--- config.mk ---
export PLATFORM = sky130hd
export DESIGN_NAME = reg_strobe_fifo
export DESIGN_NICKNAME = d
export VERILOG_FILES = /design/src/rtl/reg_strobe_fifo_pkg.sv /design/src/rtl/reg_strobe_fifo_mem.sv /design/src/rtl/reg_strobe_fifo.sv
export SDC_FILE = /design/constraint.sdc
export NUM_CORES = 1
export LEC_CHECK = 0
export CORE_MARGIN = 1.5
export CORE_UTILIZATION = 45
export DETAILED_ROUTE_END_ITERATION = 8
export PLACE_DENSITY_LB_ADDON = 0.05
export RECOVER_POWER = 50
export SLEW_MARGIN = 40
export SYNTH_ARGS = -nofsm -noshare
export SYNTH_HDL_FRONTEND = slang
export SYNTH_HIERARCHICAL = 1
export SYNTH_SLANG_ARGS = --single-unit
--- constraint.sdc ---
create_clock -name clk_i -period 6.2 [get_ports clk_i]
set_clock_uncertainty 0.05 [all_clocks]
set_input_delay 1.24 -clock clk_i [delete_from_list [all_inputs] [get_ports clk_i]]
set_output_delay 1.24 -clock clk_i [all_outputs]
set_load 0.05 [all_outputs]
--- src/rtl/reg_strobe_fifo_pkg.sv ---
// -----------------------------------------------------------------------------
// reg_strobe_fifo_pkg
// Shared constants and helpers for the register-strobe command FIFO.
//   DATA_W_DEF : default command word width
//   DEPTH_DEF  : default number of FIFO entries
//   OVF_CNT_W  : width of the dropped-strobe counter port
//   clog2()    : ceiling log2, used to size pointers and the level output
// -----------------------------------------------------------------------------
package reg_strobe_fifo_pkg;

    localparam int DATA_W_DEF = 32;
    localparam int DEPTH_DEF  = 4;
    localparam int OVF_CNT_W  = 8;

    // Ceiling log2 for v >= 1; clog2(1) = 0.
    function automatic int clog2(input int v);
        int r;
        int x;
        r = 0;
        x = v - 1;
        while (x > 0) begin
            r = r + 1;
            x = x >> 1;
        end
        return r;
    endfunction

endpackage

--- src/rtl/reg_strobe_fifo_mem.sv ---
// -----------------------------------------------------------------------------
// reg_strobe_fifo_mem
// DEPTH x DATA_W register array for the command FIFO. No reset on storage.
// Ports:
//   clk_i   : clock, write on rising edge
//   we_i    : write enable
//   waddr_i : write address
//   wdata_i : write data
//   raddr_i : read address (asynchronous read)
//   rdata_o : read data, combinational from the array
// -----------------------------------------------------------------------------
module reg_strobe_fifo_mem
    import reg_strobe_fifo_pkg::*;
#(
    parameter int DATA_W = DATA_W_DEF,
    parameter int DEPTH  = DEPTH_DEF
) (
    input  logic                      clk_i,
    input  logic                      we_i,
    input  logic [clog2(DEPTH)-1:0]   waddr_i,
    input  logic [DATA_W-1:0]         wdata_i,
    input  logic [clog2(DEPTH)-1:0]   raddr_i,
    output logic [DATA_W-1:0]         rdata_o
);

    logic [DATA_W-1:0] r_mem [DEPTH];

    always_ff @(posedge clk_i) begin
        if (we_i) begin
            r_mem[waddr_i] <= wdata_i;
        end
    end

    assign rdata_o = r_mem[raddr_i];

endmodule

--- src/rtl/reg_strobe_fifo.sv ---
// -----------------------------------------------------------------------------
// reg_strobe_fifo
// Captures each one-cycle register write strobe into a small FIFO and presents
// the entries as commands on a valid/ready interface. Strobes arriving while
// the FIFO is full (and not popped that cycle) are dropped and flagged.
//
// Handshake: a command transfers on a rising edge where cmd_valid_o and
// cmd_ready_i are both high; cmd_valid_o and cmd_data_o depend only on stored
// state, never on cmd_ready_i.
//
// Optional feature: define REG_STROBE_FIFO_OVF_CNT_EN to build the saturating
// dropped-strobe counter; otherwise ovf_cnt_o is tied to zero.
//
// Ports:
//   clk_i, rst_i     : clock, synchronous active-high reset
//   wr_i, data_i     : write strobe and the register value to capture
//   cmd_valid_o      : head entry available
//   cmd_ready_i      : consumer accepts head entry
//   cmd_data_o       : head entry contents
//   level_o          : stored entry count
//   full_o, empty_o  : level_o == DEPTH / level_o == 0
//   overflow_o       : sticky drop flag
//   overflow_clr_i   : clears overflow_o (and the counter)
//   ovf_cnt_o        : dropped-strobe count
// -----------------------------------------------------------------------------
module reg_strobe_fifo
    import reg_strobe_fifo_pkg::*;
#(
    parameter int DATA_W = DATA_W_DEF,
    parameter int DEPTH  = DEPTH_DEF
) (
    input  logic                    clk_i,
    input  logic                    rst_i,
    input  logic                    wr_i,
    input  logic [DATA_W-1:0]       data_i,
    output logic                    cmd_valid_o,
    input  logic                    cmd_ready_i,
    output logic [DATA_W-1:0]       cmd_data_o,
    output logic [clog2(DEPTH):0]   level_o,
    output logic                    full_o,
    output logic                    empty_o,
    output logic                    overflow_o,
    input  logic                    overflow_clr_i,
    output logic [OVF_CNT_W-1:0]    ovf_cnt_o
);

    localparam int AW = clog2(DEPTH);
    localparam int PW = AW + 1;
    localparam logic [PW-1:0] DEPTH_P = PW'(DEPTH);

    // Pointers carry an extra wrap bit so full and empty are distinguishable.
    logic [PW-1:0]     r_wr_ptr;
    logic [PW-1:0]     r_rd_ptr;
    logic              r_overflow;

    logic [PW-1:0]     w_level;
    logic              w_full;
    logic              w_empty;
    logic              w_pop;
    logic              w_push;
    logic              w_drop;
    logic              w_mem_we;
    logic [DATA_W-1:0] w_rdata;

    assign w_level = r_wr_ptr - r_rd_ptr;
    assign w_full  = (w_level == DEPTH_P);
    assign w_empty = (w_level == '0);

    assign w_pop  = !w_empty && cmd_ready_i;
    // A pop in the same cycle frees the slot, so a full FIFO still accepts.
    assign w_push = wr_i && (!w_full || w_pop);
    assign w_drop = wr_i && w_full && !w_pop;

    // Storage is left untouched while reset is applied.
    assign w_mem_we = w_push && !rst_i;

    always_ff @(posedge clk_i) begin
        if (rst_i) begin
            r_wr_ptr <= '0;
            r_rd_ptr <= '0;
        end else begin
            if (w_push) begin
                r_wr_ptr <= r_wr_ptr + 1'b1;
            end
            if (w_pop) begin
                r_rd_ptr <= r_rd_ptr + 1'b1;
            end
        end
    end

    // Setting wins over clearing when both happen in one cycle.
    always_ff @(posedge clk_i) begin
        if (rst_i) begin
            r_overflow <= 1'b0;
        end else if (w_drop) begin
            r_overflow <= 1'b1;
        end else if (overflow_clr_i) begin
            r_overflow <= 1'b0;
        end
    end

`ifdef REG_STROBE_FIFO_OVF_CNT_EN
    logic [OVF_CNT_W-1:0] r_ovf_cnt;

    // Clear with a simultaneous drop restarts the count at one.
    always_ff @(posedge clk_i) begin
        if (rst_i) begin
            r_ovf_cnt <= '0;
        end else if (overflow_clr_i) begin
            r_ovf_cnt <= w_drop ? OVF_CNT_W'(1) : '0;
        end else if (w_drop && (r_ovf_cnt != '1)) begin
            r_ovf_cnt <= r_ovf_cnt + 1'b1;
        end
    end

    assign ovf_cnt_o = r_ovf_cnt;
`else
    assign ovf_cnt_o = '0;
`endif

    reg_strobe_fifo_mem #(
        .DATA_W (DATA_W),
        .DEPTH  (DEPTH)
    ) u_mem (
        .clk_i   (clk_i),
        .we_i    (w_mem_we),
        .waddr_i (r_wr_ptr[AW-1:0]),
        .wdata_i (data_i),
        .raddr_i (r_rd_ptr[AW-1:0]),
        .rdata_o (w_rdata)
    );

    assign cmd_valid_o = !w_empty;
    assign cmd_data_o  = w_rdata;
    assign level_o     = w_level;
    assign full_o      = w_full;
    assign empty_o     = w_empty;
    assign overflow_o  = r_overflow;

endmodule

# After elaboration in Yosys (flattened, before gate mapping)

Memory sizes are Yosys's and may differ from the RTL's. A register that Yosys moved wholly into a read port is not among the register bits.
Index checks and enable logic that the tools add are counted.

Register bits after elaboration: 7
Memory bits (writable): 128
Word-level logic and storage cells: 26
Memories: 1

$add $sub $neg: 3
Equal/unequal tests: 1
Multiplexer cells: 6
Reduce and logical (&&, ||, !) cells: 12

Memory list:

| name        | words | width | read ports | clocked after Yosys merged registers in | write ports | RTL line                  | source |
|---|---|---|---|---|---|---|---|
| u_mem.r_mem | 4     | 32    | 1          | 1                                       | 1           | reg_strobe_fifo_mem.sv:26 | `logic [DATA_W-1:0] r_mem [DEPTH];` |

Operator list:

| operator                                                       | number |
|---|---|
| 3-bit by 1-bit adder with 3-bit output (second input constant) | 2 |
| 1-bit logical AND                                              | 5 |
| 1-bit zero test                                                | 4 |
| 1-bit 2-to-1 mux                                               | 4 |
| 2-bit 2-to-1 mux                                               | 2 |
| 3-bit equality test (second input constant)                    | 1 |
| 3-bit zero test                                                | 1 |
| 3-bit subtractor                                               | 1 |
| 2-bit nonzero test                                             | 1 |
| 1-bit logical OR                                               | 1 |

# Longest topological paths before layout

Gate-level depths: netlist of the first run.

Depth after elaboration: 9
Depth in mapped cells: 7
Depth with buffers taken out: 7

# Hierarchy

The synthesis of the first run kept the hierarchy.

By module, submodules not included:

| module              | times used | cells each | area an instance (um2) |
|---|---|---|---|
| reg_strobe_fifo_mem | 1          | 171        | 4,689.5 |
| reg_strobe_fifo     | 1          | 59         | 543.0 |

# Worst setup path after synthesis of the first run

OpenSTA, ideal clock, no wires.

Path kind: register -> register
Start point: reg r_wr_ptr[0]
End point: mem u_mem/r_mem[0][0] (netlist bit), enable pin
Setup time: 468 ps
Data arrival time: 4,284 ps
Setup slack: 1,398 ps
Stages on the path, launching flop included: 8
Path buffers: 0
Period minus slack after synthesis: 4,802 ps
Path through: dfxtp_1 inv_1 ha_1 fa_1 xor3_2 a21boi_2 nor2b_1 nor3b_1

Longest elaborated chain between the ends: 9

Ends and longest elaborated chain:

| item                                     | RTL line                  | source |
|---|---|---|
| from (decl)                              | reg_strobe_fifo.sv:52     | `logic [PW-1:0] r_wr_ptr;` |
| from (signal assigned)                   | reg_strobe_fifo.sv:83     | `r_wr_ptr <= r_wr_ptr + 1'b1;` |
| 3-bit subtractor *                       | reg_strobe_fifo.sv:65     | `assign w_level = r_wr_ptr - r_rd_ptr;` |
| net level_o[2]                           | reg_strobe_fifo.sv:39     | `output logic [clog2(DEPTH):0] level_o,` |
| 3-bit zero test                          | reg_strobe_fifo.sv:67     | `assign w_empty = (w_level == '0);` |
| 1-bit zero test                          | reg_strobe_fifo.sv:69     | `assign w_pop = !w_empty && cmd_ready_i;` |
| 1-bit logical AND                        | reg_strobe_fifo.sv:69     |  |
| 1-bit logical OR *                       | reg_strobe_fifo.sv:71     | `assign w_push = wr_i && (!w_full \|\| w_pop);` |
| 1-bit logical AND *                      | reg_strobe_fifo.sv:71     |  |
| 1-bit logical AND *                      | reg_strobe_fifo.sv:75     | `assign w_mem_we = w_push && !rst_i;` |
| net w_mem_we                             | reg_strobe_fifo.sv:62     | `logic w_mem_we;` |
| 1-bit 2-to-1 mux *                       | reg_strobe_fifo_mem.sv:29 | `if (we_i) begin` |
| 1-bit 2-to-1 mux (implied by the code) * | reg_strobe_fifo_mem.sv:30 | `r_mem[waddr_i] <= wdata_i;` |
| to (decl)                                | reg_strobe_fifo_mem.sv:26 |  |

Mark *: on every way through the listed nets, which the timed path passes. The rest lies on a longest branch.

# Worst setup path after layout of the first run

Start point: reg r_wr_ptr[0]
End point: out empty_o

Longest elaborated chain between the ends: 2

Ends and longest elaborated chain:

| item             | RTL line              | source |
|---|---|---|
| 3-bit subtractor | reg_strobe_fifo.sv:65 |  |
| 3-bit zero test  | reg_strobe_fifo.sv:67 |  |
| to (decl)        | reg_strobe_fifo.sv:41 | `output logic empty_o,` |

No other way between the ends.

==> key figures, run 1 <==
Power
  • Worst VDD drop: 238 uV
  • Leak Pwr: 2.21 nW
  • Total power density per cell area: 483 nW/um^2

Critical path
  • Sequence of cells on the critical path: inv_1 > ha_1 > fa_1 > xor3_2 > or2_4 > inv_1 > clkdlybuf4s50_1
  • Most used cell, CP: inv_1
  • Stage delay of the slowest cell on the critical path: 0.79 ns
  • Flop-to-flop setup slack: 2.29 ns
  • Critical Path RT: 4.91 ns
  • Path type of the worst setup path: flop to primary output
  • Critical path peak fanout: 8
  • Arrival time of the worst setup path: 2.95 ns
  • Worst Setup End Kind: primary output
  • Critical path startpoint category: flop
  • Slowest cell on the critical path: clkdlybuf4s50_1

STA
  • Worst path setup slack after routing: 1.96 ns
  • Number of slew-limit violations in the final report: 33
  • Finish-stage setup viols: 0
  • Number of hold-slack violations in the final timing report: 0
  • Setup TNS after final layout: 0 ns
  • Max Freq: 236 MHz
  • Clock period minus worst slack: 4.24 ns
  • Max-Slew Margin vs Limit: -13.1%
  • Transition at the pin with the smallest max-transition slack: 1.70 ns
  • Share of the clock period used by the worst path: 68.5%
  • Unrepaired setup endpoints after global routing: false

Synthesis
  • Count of state elements after synthesis: 135
  • Synth area leader: edfxtp_1
  • Average size of a mapped cell: 22.8 um^2
  • Number of enable-type register cells in the synthesized netlist: 128
  • Count of unique library cells instantiated by Yosys: 33
  • Sequential cell area fraction in the yosys report: 76.1%
  • Dominant cells by area after synthesis: edfxtp_1 73%, mux4_2 13%, dfxtp_1 2.7%
  • Most frequent cells after synthesis: 128 x edfxtp_1, 30 x mux4_2, 8 x buf_4
  • Cell with the most instances after synthesis: edfxtp_1
  • Async set-or-reset flop fraction in the synthesized netlist: 0%
  • Post-synthesis instance area: 5230 um^2
  • Proportion of netlist area held by the largest area contributor: 73.5%
  • Post-synthesis instance total: 230
  • Yosys warnings: 6
  • Leading register cell type out of synthesis: edfxtp_1

Min path
  • Type of the tightest min-delay check: flop to flop

Die
  • Vertical extent of the die: 111 um
  • Horizontal die dimension: 111 um
  • Area of the die: 12300 um^2
  • Core Region: 11400 um^2
  • Number of top-level design ports: 84
  • Standard-cell row count: 39
  • Starting density of the core: 46.0%

CTS
  • CTS resizes: 0
  • Number of buffers between clock root and the deepest sink: 2
  • H-tree levels: 4
  • CTS tree: built
  • Clock transition at the register clock pins on the worst setup and hold paths after CTS: 0.05 ns
  • Worst-skew pair later-pin latency: 0.41 ns
  • Clock root buffer: clkbuf_16
  • Count of hold-fix buffers inserted at cts: 0
  • Sink Count: 135
  • Post-CTS Setup Bufs: 0
  • Clock buffers created by TritonCTS: 17

Drt
  • Number of DRC markers in iteration 0: 147
  • DRC violation count after routing: 0
  • Average wire per standard cell: 18.4 um
  • Total number of vias: 2473
  • DRT antenna net count: 0
  • Vias per std cell: 5.23
  • Routed WL: 8.71 mm
  • Router iterations before antenna repair: 4

Cells and area
  • Post-layout nets: 358
  • Growth of design area from synthesis to finish: 27.2%
  • Fin util: 58.6%
  • Fraction of layout instances using a drive strength above 1: 20.0%
  • Non-filler instance count after layout: 473
  • Antenna diode count: 0

Place
  • Count of input and output buffers: 75
  • Half-perimeter wire length after detailed placement: 4.88 mm
  • Final Wtd Congestion: 0.695
  • Place WS: 2.36 ns
  • Placed Cells: 441

Status
  • Status: finished, violations left
  • Failing checks: max-capacitance violations, max-slew violations

Global routing
  • Antenna violations before repair: 1
  • Global router's overall resource usage: 15.5%
  • Largest net degree at the start of global routing: 36
  • Via count of the first global-routing pass: 2567
  • Overflow after GRT: 0
  • Wire length of the first global-routing pass: 13.8 mm

Run
  • Maximum capacitance violations: 1
critical path, delay by kind of cell (launching register included):
| family | cells | cell delay [ns] |
|---|---|---|
| buffers and inverters | 3 | 0.93 |
| and+or+nand+nor | 1 | 0.29 |
| xor gates and xnor gates | 1 | 0.30 |
| DFF | 1 | 0.44 |
| adders and majority gates | 2 | 0.57 |
worst paths after layout:
kind	start	depth (start not counted)	to
max	r_wr_ptr[0]	7	empty_o
min	overflow_o	2	overflow_o
max reg2reg	r_rd_ptr[1]	5	u_mem/r_mem[3][24]
min reg2reg	overflow_o	2	overflow_o
sequential cells by signal, indices dropped and copies added (netlist names):
register and cells:
overflow_o 1, r_rd_ptr 3, r_wr_ptr 3, u_mem/r_mem 128
power breakdown:
| part | internal (mW) | leakage, nW | switching, mW |
|---|---|---|---|
| combinational | 0.421 | 0.701 | 0.693 |
| sequential | 1.06 | 1.22 | 0.0409 |
| clock | 0.664 | 0.288 | 0.340 |
| total | 2.14 | 2.21 | 1.07 |
placed cells by master, fill, tap and decap left out, drive strengths merged, types with 4 or more instances in the layout:
| master | netlist | final |
|---|---|---|
| nor2 | 5 | 5 |
| nand2b | 4 | 4 |
| inv | 7 | 7 |
| dlygate4sd3 | 0 | 35 |
| dfxtp | 7 | 7 |
| nor2b | 4 | 4 |
| edfxtp | 128 | 128 |
| clkdlybuf4s50 | 0 | 40 |
| bufinv | 0 | 4 |
| conb | 1 | 8 |
| mux4 | 32 | 32 |
| clkinv | 0 | 7 |
| clkbuf | 1 | 20 |
layer usage:
layer | global-route usage [%] | wire length, um | vias up
li1 | - | - | 1110
met1 | 18.9 | 3780 | 1279
met5 | 0 | 12 | -
met4 | 7.95 | 177 | 2
met2 | 24.5 | 4350 | 65
met3 | 5.47 | 398 | 17
area by class of cell:
| type | count | area, um^2 |
|---|---|---|
| fillers | 875 | 4710 |
| flip-flops and latches | 135 | 3990 |
| multi-input cells | 79 | 1100 |
| repair buffers | 77 | 766 |
| clock buffers | 20 | 437 |
| well taps | 143 | 179 |
| clock inverters | 12 | 158 |
| inverters | 7 | 26.3 |
per-stage QoR:
step | area (um^2) | hold WS [ns] | power (mW)
6_report | 6660 | 0.432 | 3.21
2_1_floorplan | 5260 | 0.453 | 1.96
4_1_cts | 6670 | 0.450 | 3.27
5_1_grt | 6660 | 0.468 | 3.34
3_3_place_gp | 6060 | 0.426 | 2.25
3_5_place_dp | 6080 | 0.441 | 2.26
logic make-up (layout without fill, tap and decap cells):
group	count (synthesis)	after routing	synth area share (%)
adder cells (fa/ha/maj)	4	4	1.10
AND/OR/NAND/NOR	22	22	2.63
other	1	8	0.0717
buffers and inverters	23	116	3.37
flip-flops	135	135	76.1
XOR/XNOR	1	1	0.478
multiplexers	37	37	15.0
AO/OA/AOI/OAI	7	7	1.20
Note: power is estimated with default switching activity, not from simulation.
==> inputs of run 2 (changes only) <==
==> constraint.sdc (replaced) <==
create_clock -name clk_i -period 3.91 [get_ports clk_i]
set_clock_uncertainty 0.05 [all_clocks]
set_input_delay 0.782 -clock clk_i [delete_from_list [all_inputs] [get_ports clk_i]]
set_output_delay 0.782 -clock clk_i [all_outputs]
set_load 0.05 [all_outputs]
==> run 2 against run 1 <==
The flow now finishes without violations. Sequential cell count did not move. Die area unchanged. Count of clock-buffer cells in the layout down 3. Setup slack worse by 1.7 ns. Power rose by 58%. Register-to-register slack lost 1.8 ns. Combinational power is 64% higher. First-iteration DRC count increased by 40%. Critical path depth decreased by 1. Final area rose by 1.1%. Clock power up 56%. Hold slack improved by 0.017 ns.
==> key figures, run 2 (synthesis results as in run 1) <==
Status
  • Status: completed (was finished, violations left)

Die
  • Area of the die: 12300 um^2 (unchanged)
  • Vertical extent of the die: 111 um (unchanged)
  • Standard-cell row count: 39 (unchanged)
  • Core Region: 11400 um^2 (unchanged)
  • Horizontal die dimension: 111 um (unchanged)
  • Starting density of the core: 46.0% (unchanged)
  • Number of top-level design ports: 84 (unchanged)

CTS
  • Count of hold-fix buffers inserted at cts: 0 (unchanged)
  • CTS tree: built (unchanged)
  • Clock root buffer: clkbuf_16 (unchanged)
  • Clock buffers created by TritonCTS: 17 (unchanged)
  • Sink Count: 135 (unchanged)
  • Clock transition at the register clock pins on the worst setup and hold paths after CTS: 0.06 ns (was 0.05 ns)
  • CTS resizes: 0 (unchanged)
  • H-tree levels: 4 (unchanged)
  • Worst-skew pair later-pin latency: 0.41 ns (about the same)
  • Number of buffers between clock root and the deepest sink: 2 (unchanged)
  • Post-CTS Setup Bufs: 0 (unchanged)

Global routing
  • Via count of the first global-routing pass: 2656 (was 2567)
  • Wire length of the first global-routing pass: 13.8 mm (about the same)
  • Antenna violations before repair: 0 (was 1)
  • Overflow after GRT: 0 (unchanged)
  • Global router's overall resource usage: 15.5% (about the same)
  • Largest net degree at the start of global routing: 36 (unchanged)

Cells and area
  • Post-layout instance area: 6730 um^2 (was 6660 um^2)
  • Fin util: 59.2% (was 58.6%)
  • Register bank with the most flops: u_mem/r_mem (unchanged)
  • Post-layout nets: 364 (was 358)
  • Growth of design area from synthesis to finish: 28.6% (was 27.2%)
  • Fraction of layout instances using a drive strength above 1: 22.9% (was 20.0%)
  • Leading cell types in the layout, fill and taps excluded: 128 x edfxtp_1, 41 x clkdlybuf4s50_1, 33 x dlygate4sd3_1 (was 128 x edfxtp_1, 40 x clkdlybuf4s50_1, 35 x dlygate4sd3_1)
  • Biggest regs: u_mem/r_mem x128, r_rd_ptr x3, r_wr_ptr x3 (unchanged)
  • Antenna diode count: 0 (unchanged)
  • Max reg flops: 128 (unchanged)
  • Most frequent standard cell in the layout excluding fill and tap cells: edfxtp_1 (unchanged)
  • Non-filler instance count after layout: 479 (was 473)

Critical path
  • Critical path startpoint category: flop (unchanged)
  • Worst Setup End Kind: primary output (unchanged)
  • FF-to-FF path depth: 8 (was 5)
  • Critical Path RT: 3.08 ns (was 4.91 ns)
  • Path type of the worst setup path: flop to primary output (unchanged)
  • Critical path peak fanout: 8 (unchanged)
  • Arrival time of the worst setup path: 2.87 ns (was 2.95 ns)

Place
  • Count of input and output buffers: 75 (unchanged)
  • Half-perimeter wire length after detailed placement: 5.11 mm (was 4.88 mm)
  • Placed Cells: 447 (was 441)
  • Post-Place Cell Area: 6150 um^2 (was 6080 um^2)
  • Final Wtd Congestion: 0.716 (was 0.695)
  • Place WS: 0.618 ns (was 2.36 ns)

STA
  • Max-Slew Margin vs Limit: 53.7% (was -13.1%)
  • Hold slack: 0.449 ns (was 0.432 ns)
  • Max Freq: 270 MHz
  • Setup TNS after final layout: 0 ns (unchanged)
  • Share of the clock period used by the worst path: 94.7%
  • Unrepaired setup endpoints after global routing: false (unchanged)
  • Transition at the pin with the smallest max-transition slack: 0.694 ns (was 1.70 ns)
  • Number of hold-slack violations in the final timing report: 0 (unchanged)
  • Clock period minus worst slack: 3.70 ns
  • Finish-stage setup viols: 0 (unchanged)
  • Number of slew-limit violations in the final report: 0 (was 33)
  • Worst path setup slack after routing: 0.207 ns (was 1.96 ns)

Drt
  • Average wire per standard cell: 18.3 um (was 18.4 um)
  • Number of DRC markers in iteration 0: 206 (was 147)
  • DRC violation count after routing: 0 (unchanged)
  • Vias per std cell: 5.09 (was 5.23)
  • DRT antenna net count: 0 (unchanged)
  • Router iterations before antenna repair: 4 (unchanged)
  • Total number of vias: 2440 (was 2473)
  • Routed WL: 8.74 mm (was 8.71 mm)

Power
  • Leak Pwr: 2.25 nW (was 2.21 nW)
  • Total power of the final layout: 5.08 mW (was 3.21 mW)
  • Worst VDD drop: 544 uV (was 238 uV)
  • Total power density per cell area: 754 nW/um^2 (was 483 nW/um^2)

Min path
  • Hold-critical path depth: 2 (unchanged)
  • Type of the tightest min-delay check: flop to flop (unchanged)

Run
  • Maximum capacitance violations: 0 (was 1)
## run 2: cell count changes in the layout (fill, tap and decap cells not counted), moves of 2 or more
cell	delta
clkinvlp_4	+3
and3b_4	-2
clkinv_2	+2
dlygate4sd3_1	-2
buf_12	+3
buf_4	+4
clkbuf_1	-3
clkinv_1	-2
## run 2: final timing paths
check | to | from | slack, ns
setup / recovery | cmd_valid_o | r_wr_ptr[0] | 0.21
hold / removal | overflow_o | overflow_o | 0.45
setup reg to reg | u_mem/r_mem[3][7] | r_wr_ptr[0] | 0.49
hold reg to reg | overflow_o | overflow_o | 0.45
## run 2: power by group
group	internal [mW]	switching [mW]	total, mW	leakage [nW]
logic	0.676	1.15	1.82	0.746
registers	1.67	0.0253	1.70	1.22
clock network	0.990	0.565	1.56	0.279
total	3.34	1.74	5.08	2.25
## run 2: metal layers
metal	vias to the layer above	part of all wire (%)	GRT usage, %
met2	61	51	25.4
met3	11	3.8	4.37
met5	-	0	0
met1	1255	44	19.1
met4	0	1.7	7.18
li1	1113	-	-
## run 2: final cells by class
class / instances / area (um^2)
Fill cell: 881 / 4640
Sequential cell: 135 / 3990
Multi-Input combinational cell: 79 / 1100
Timing Repair Buffer: 83 / 846
Clock buffer: 17 / 425
Tap cell: 143 / 179
Clock inverter: 15 / 161
Inverter: 7 / 26.3
## run 2: worst max-delay path, stage by stage, from the launching register on
cell and delay [ns]:
dfxtp_1 0.46, inv_1 0.11, ha_1 0.22, fa_1 0.38, xor3_2 0.31, or2_4 0.29
clkdlybuf4s50_1 0.70
==> inputs of run 3 (changes only) <==
--- a/config.mk
+++ b/config.mk
@@ -10,7 +10,7 @@
 export DETAILED_ROUTE_END_ITERATION = 8
 export PLACE_DENSITY_LB_ADDON = 0.05
 export RECOVER_POWER = 50
-export SLEW_MARGIN = 40
+export SLEW_MARGIN = 20
 export SYNTH_ARGS = -nofsm -noshare
 export SYNTH_HDL_FRONTEND = slang
 export SYNTH_HIERARCHICAL = 1
==> results of run 3 <==
The final DEF is identical to that of run 2; final timing and power are the same.
